[src/rtl/mem_arbiter.sv]
// mem_arbiter: round-robin arbiter sharing one block memory between the icache and dcache miss ports
module mem_arbiter #(
  parameter int ADDR_W = 6,
  parameter int DATA_W = 128
) (
  input  logic              clock,
  input  logic              reset,
  input  logic              i_read,
  input  logic [ADDR_W-1:0] i_address,
  output logic [DATA_W-1:0] i_readdata,
  output logic              i_busywait,
  input  logic              d_read,
  input  logic              d_write,
  input  logic [ADDR_W-1:0] d_address,
  input  logic [DATA_W-1:0] d_writedata,
  output logic [DATA_W-1:0] d_readdata,
  output logic              d_busywait,
  output logic              mem_read,
  output logic              mem_write,
  output logic [ADDR_W-1:0] mem_address,
  output logic [DATA_W-1:0] mem_writedata,
  input  logic [DATA_W-1:0] mem_readdata,
  input  logic              mem_busywait
);
  typedef enum logic [2:0] {IDLE, GRANT_I, GRANT_D, DONE_I, DONE_D} state_t;
  state_t            state_q;
  logic              last_grant_q, seen_busy_q;
  logic [DATA_W-1:0] rd_buf_q;
  logic              req_i, req_d, g_i, g_d, done;
  assign req_i = i_read;
  assign req_d = d_read | d_write;
  assign g_i   = state_q == GRANT_I;
  assign g_d   = state_q == GRANT_D;
  assign done  = seen_busy_q & ~mem_busywait;
  always_ff @(posedge clock) begin
    if (reset) begin
      state_q      <= IDLE;
      last_grant_q <= 1'b0;
      seen_busy_q  <= 1'b0;
      rd_buf_q     <= '0;
    end else begin
      case (state_q)
        IDLE: begin
          if (req_d && (!req_i || !last_grant_q)) begin
            state_q      <= GRANT_D;
            last_grant_q <= 1'b1;
            seen_busy_q  <= 1'b0;
          end else if (req_i) begin
            state_q      <= GRANT_I;
            last_grant_q <= 1'b0;
            seen_busy_q  <= 1'b0;
          end
        end
        GRANT_I, GRANT_D: begin
          if (mem_busywait) seen_busy_q <= 1'b1;
          if (done) begin
            if (mem_read) rd_buf_q <= mem_readdata;
            state_q <= g_i ? DONE_I : DONE_D;
          end
        end
        default: state_q <= IDLE;
      endcase
    end
  end
  assign mem_read      = g_i | (g_d & d_read & ~d_write);
  assign mem_write     = g_d & d_write;
  assign mem_address   = g_i ? i_address : g_d ? d_address : '0;
  assign mem_writedata = g_d ? d_writedata : '0;
  assign i_busywait    = req_i & (state_q != DONE_I);
  assign d_busywait    = req_d & (state_q != DONE_D);
  assign i_readdata    = rd_buf_q;
  assign d_readdata    = rd_buf_q;
endmodule

[config.mk]
export PLATFORM = sky130hd
export DESIGN_NAME = mem_arbiter
export DESIGN_NICKNAME = d
export VERILOG_FILES = /design/src/rtl/mem_arbiter.sv
export SDC_FILE = /design/constraint.sdc
export NUM_CORES = 1
export LEC_CHECK = 0
export ABC_AREA = 1
export BUFFER_PORTS_ARGS = -buffer_cell sky130_fd_sc_hd__buf_4
export CORE_AREA = 4 4 255 257
export DETAILED_ROUTE_END_ITERATION = 12
export DIE_AREA = 0 0 259 261
export PLACE_DENSITY = 0.43
export SYNTH_ARGS = -nofsm -noshare
export SYNTH_HDL_FRONTEND = slang
export SYNTH_SLANG_ARGS = --single-unit
export TNS_END_PERCENT = 50
[constraint.sdc]
create_clock -name clock -period 1.3 [get_ports clock]
set_input_delay 0.26 -clock clock [delete_from_list [all_inputs] [get_ports clock]]
set_output_delay 0.26 -clock clock [all_outputs]
set_load 0.02 [all_outputs]
Word level (Yosys, flattened, before mapping)
Cells that the tools add are included.

Equal/unequal tests: 7. Multiplexer cells: 13. Bitwise operators: 10. Reduce and logical (&&, ||, !) cells: 12.

Operators with widths (number): 128-bit two-way mux (1); 3-bit two-way mux (4); 6-bit two-way mux (2); 1-bit AND (6); 3-bit inequality test (second input constant) (2); 3-bit case mux with 2 select lines (1); 3-bit AND reduction (2); 1-bit two-way mux (4); 2-bit inequality test (second input constant) (2); 2-bit AND reduction (2); 2-bit nonzero test (2); 3-bit by 1-bit equality test with 1-bit output (second input constant) (1); 3-bit by 2-bit equality test with 1-bit output (second input constant) (1); 3-bit logical NOT (1); 3-bit by 2-bit inequality test with 1-bit output (second input constant) (1); 1-bit logical NOT (2); 1-bit inverter (2); 1-bit OR (2); 1-bit case mux with 2 select lines (1); 2-bit OR reduction (1); 1-bit logical AND (1); 1-bit logical OR (1).

Bits in registers: 133.

Longest topological paths before layout
Depth in word-level cells: 5. Depth in mapped cells: 9. Mapped depth without buffers: 8.

Least setup slack after synthesis
Ideal clock, no wire load.

Path kind: register to output. Start point: register state_q[0]. End point: output port mem_writedata[100]. Arrival: 1.353 ns. Slack: -0.313 ns. Stages on the path, launching flop included: 7. Path through: dfxtp_1 buf_2 inv_2 nand3_1 clkbuf_1 buf_2 nor2_1.

Longest elaborated chain between the ends: 2.

Ends and longest elaborated chain: start: declaration (RTL line 26) `state_t state_q;`; start signal: assignment (RTL line 58) `state_q <= g_i ? DONE_I : DONE_D;`; 3-bit by 2-bit equality test with 1-bit output (RTL line 33) `assign g_d = state_q == GRANT_D;`; 128-bit two-way mux (RTL line 68) `assign mem_writedata = g_d ? d_writedata : '0;`; end: declaration (RTL line 21) `output logic [DATA_W-1:0] mem_writedata,`.

No other way between the ends.

Worst setup path after layout
Start point: register state_q[2]. End point: output port mem_writedata[53].

Same word-level chain as after synthesis.

==> results.json <==
{
  "hold_viol_final": 0,
  "dpl.cell_count": 2715,
  "fin_ws_ps": -601,
  "synth_edf_count": 0,
  "async_flop_share_pct": 0,
  "yosysWarnings": 0,
  "skew_ps": 13.5,
  "cp_max_fo": 8,
  "start_util_pct": 13.0,
  "violations": "setup timing",
  "postLayoutCellArea_um2": 16500,
  "clkPwrFrac_pct": 20.7,
  "cp.arrival_ps": 1640,
  "critPathBufInv": 4,
  "grt_overflow": 0,
  "vias_per_cell": 3.67,
  "postPlaceCellArea_um2": 14000,
  "rr_worst_depth": 12,
  "ys_ff_latch": 133,
  "syn_inst": 1307,
  "antenna_found_initial": 3,
  "place_ws_ps": -536,
  "critPathCaptureType": "primary output",
  "core_area_um2": 62700,
  "cpPeakStageDelay_ps": 380,
  "layout_common_cells": "buf_4 (663), inv_1 (260), nor2_1 (184)",
  "maxSlewHeadroom_pct": 82.6,
  "whs_endpoint": "d_readdata[2]",
  "num_vias": 10200,
  "ys.flop_type": "dfxtp_1",
  "final_cells": 2790,
  "max_freq_mhz": 526,
  "wl_per_cell_um": 16.6,
  "synth.avg_cell_area_um2": 6.26,
  "power_switching_mw": 10.7,
  "holdPathStages": 5,
  "crit_path_start_kind": "flip-flop",
  "portBuffers": 667,
  "pwr-share-comb_pct": 61.5,
  "yosys.area.top_type": "dfxtp_1",
  "cts.path.max_buffers": 2,
  "p_seq_share_pct": 17.8,
  "antenna_left": 0,
  "drive_above_1_share_pct": 53.0,
  "swShare_pct": 41.0,
  "critical-path-top-delay-family": "buffers and inverters",
  "ys_seq_area_share_pct": 32.5,
  "cp_cell_sequence": "inv_2 -> nand3_4 -> buf_12 -> buf_16 -> nor2_4 -> buf_6",
  "chipHeight_um": 261,
  "syn_nets": 1581,
  "cts.sinks": 133,
  "rows": 92,
  "setup_violations": 305,
  "first_pass_iters": 4,
  "cts_buffers": 17,
  "grt_max_degree": 46,
  "hpwl_um": 35300,
  "cp_slowest_cell": "dfxtp_4",
  "worst-endpoint-required_ps": 1040,
  "p_per_area_nw_per_um2": 1580,
  "hold_ws_ps": 104,
  "htree_num_levels": 4,
  "reg2reg_slack_ps": -440,
  "first_global_vias": 9613,
  "yosys-top-cells-area": "dfxtp_1 (33%), nor2_1 (12%), inv_1 (12%)",
  "layout_min_cycle_time_ps": 1900,
  "path_class": "flip-flop to primary output",
  "place_congestion": 0.871,
  "peakVddDrop_mv": 0.953,
  "syn_to_final_growth_pct": 102,
  "fin_tns_setup_ps": -115340,
  "grt_pass1_wl_um": 60300,
  "drv_cap": 0,
  "wl_um": 46200,
  "clk_latency_ps": 460,
  "p_leak_nw": 8.55,
  "io_pins": 668,
  "synth_cell_types": 22,
  "path_clk_slew_ps": 60,
  "utilization_pct": 26.4,
  "tightest_slew_ps": 260,
  "post-route-period-util_pct": 146,
  "worstReg2RegStart": "state_q[1]",
  "synth_top_area_share_pct": 32.5,
  "regToRegEndpoint": "d_readdata[63]",
  "drc": 0,
  "track_usage_pct": 11.9,
  "dieArea_um2": 67600,
  "die_x_um": 259,
  "worstHoldStart": "mem_readdata[2]",
  "cts_tree": "done",
  "outcome": "complete, but fails checks",
  "rsz0062_at_grt": "yes",
  "clock-root-buffer": "clkbuf_16",
  "mostFrequentLayoutCell": "buf_4",
  "total_power_mw": 26.1,
  "drtIter0Drc": 243,
  "syn-cell-area_um2": 8180,
  "maxSlewViolCount": 0,
  "holdCritPathClass": "primary input to flip-flop",
  "final_nets": 2204,
  "intPower_mw": 15.4
}
[worst reg2reg max path: cells and delay by family, from the launching register on]
family	cells	cell delay, ps
and+or+nand+nor	6	470
buffers and inverters	6	860
DFF	1	330
[cell usage after synthesis (2+ instances only)]
cell      instances
inv_1           262
a21oi_2          10
buf_6            24
clkbuf_1         26
buf_1            13
inv_2             2
dfxtp_1         133
nor3_1            2
buf_4           129
nand3_1         143
a21oi_1         120
nor2_1          264
nand2_1         151
buf_2            20
[registers in the layout, indices dropped and copies added, names as in the netlist]
| name | count |
|---|---|
| last_grant_q | 1 |
| state_q | 3 |
| seen_busy_q | 1 |
| d_readdata | 128 |
[logic make-up (layout without fill, tap and decap cells)]
group | Yosys count | after routing | share of synthesized area [%]
AND/OR/NAND/NOR | 564 | 564 | 28.3
flip-flops | 133 | 133 | 32.5
buffers and inverters | 477 | 1113 | 30.4
other | 0 | 1 | 0
AO/OA/AOI/OAI | 133 | 133 | 8.67
[routing by layer]
metal  global-route usage (%)  routed length (um)  up-vias
li1                         -                   -     5023
met1                     12.4               17000     4788
met2                     22.6               25000      380
met3                     3.64                3180       48
met4                     3.96                1070        4
met5                        0                  23        -
[repair_timing]
item | 4_1_cts | 5_1_grt
setup endpoints to repair | 506 | 506
hold buffers | 1 | 0
cloned | 2 | 20
resized for setup | 107 | 231
hold endpoints to repair | 3 | 0
setup buffers | 3 | 17
pin swaps | 1 | 53
[power by group through the flow]
stage / Sequential (mW) / Combinational (mW) / Clock [mW]
CTS: 4.64 / 12.2 / 5.66
global placement: 4.70 / 11.2 / 0
finish: 4.64 / 16.0 / 5.40
global route: 4.68 / 17.0 / 5.78
detailed placement: 4.71 / 11.3 / 0
floorplan: 4.83 / 6.32 / 0
[worst max path at each step]
stage                    endpoint  depth (start not counted)  slack (ps)  startpoint
4_1_cts         mem_writedata[83]                          6        -680  state_q[1]
5_1_grt         mem_writedata[53]                          6        -660  state_q[1]
3_3_place_gp       d_readdata[61]                         10        -590     d_write
2_1_floorplan  mem_writedata[117]                          6        -140  state_q[0]
3_5_place_dp       d_readdata[58]                         10        -540     d_write
6_report        mem_writedata[53]                          6        -600  state_q[2]
[layout make-up]
| type | count | area, um^2 |
|---|---|---|
| clock buffers | 22 | 454 |
| repair buffers | 817 | 7260 |
| multi-input cells | 697 | 3930 |
| clock inverters | 10 | 171 |
| fillers | 6966 | 46200 |
| diodes | 1 | 2.50 |
| inverters | 264 | 1000 |
| well taps | 846 | 1060 |
| flip-flops and latches | 133 | 2670 |
Note: power is estimated with default switching activity, not from simulation.
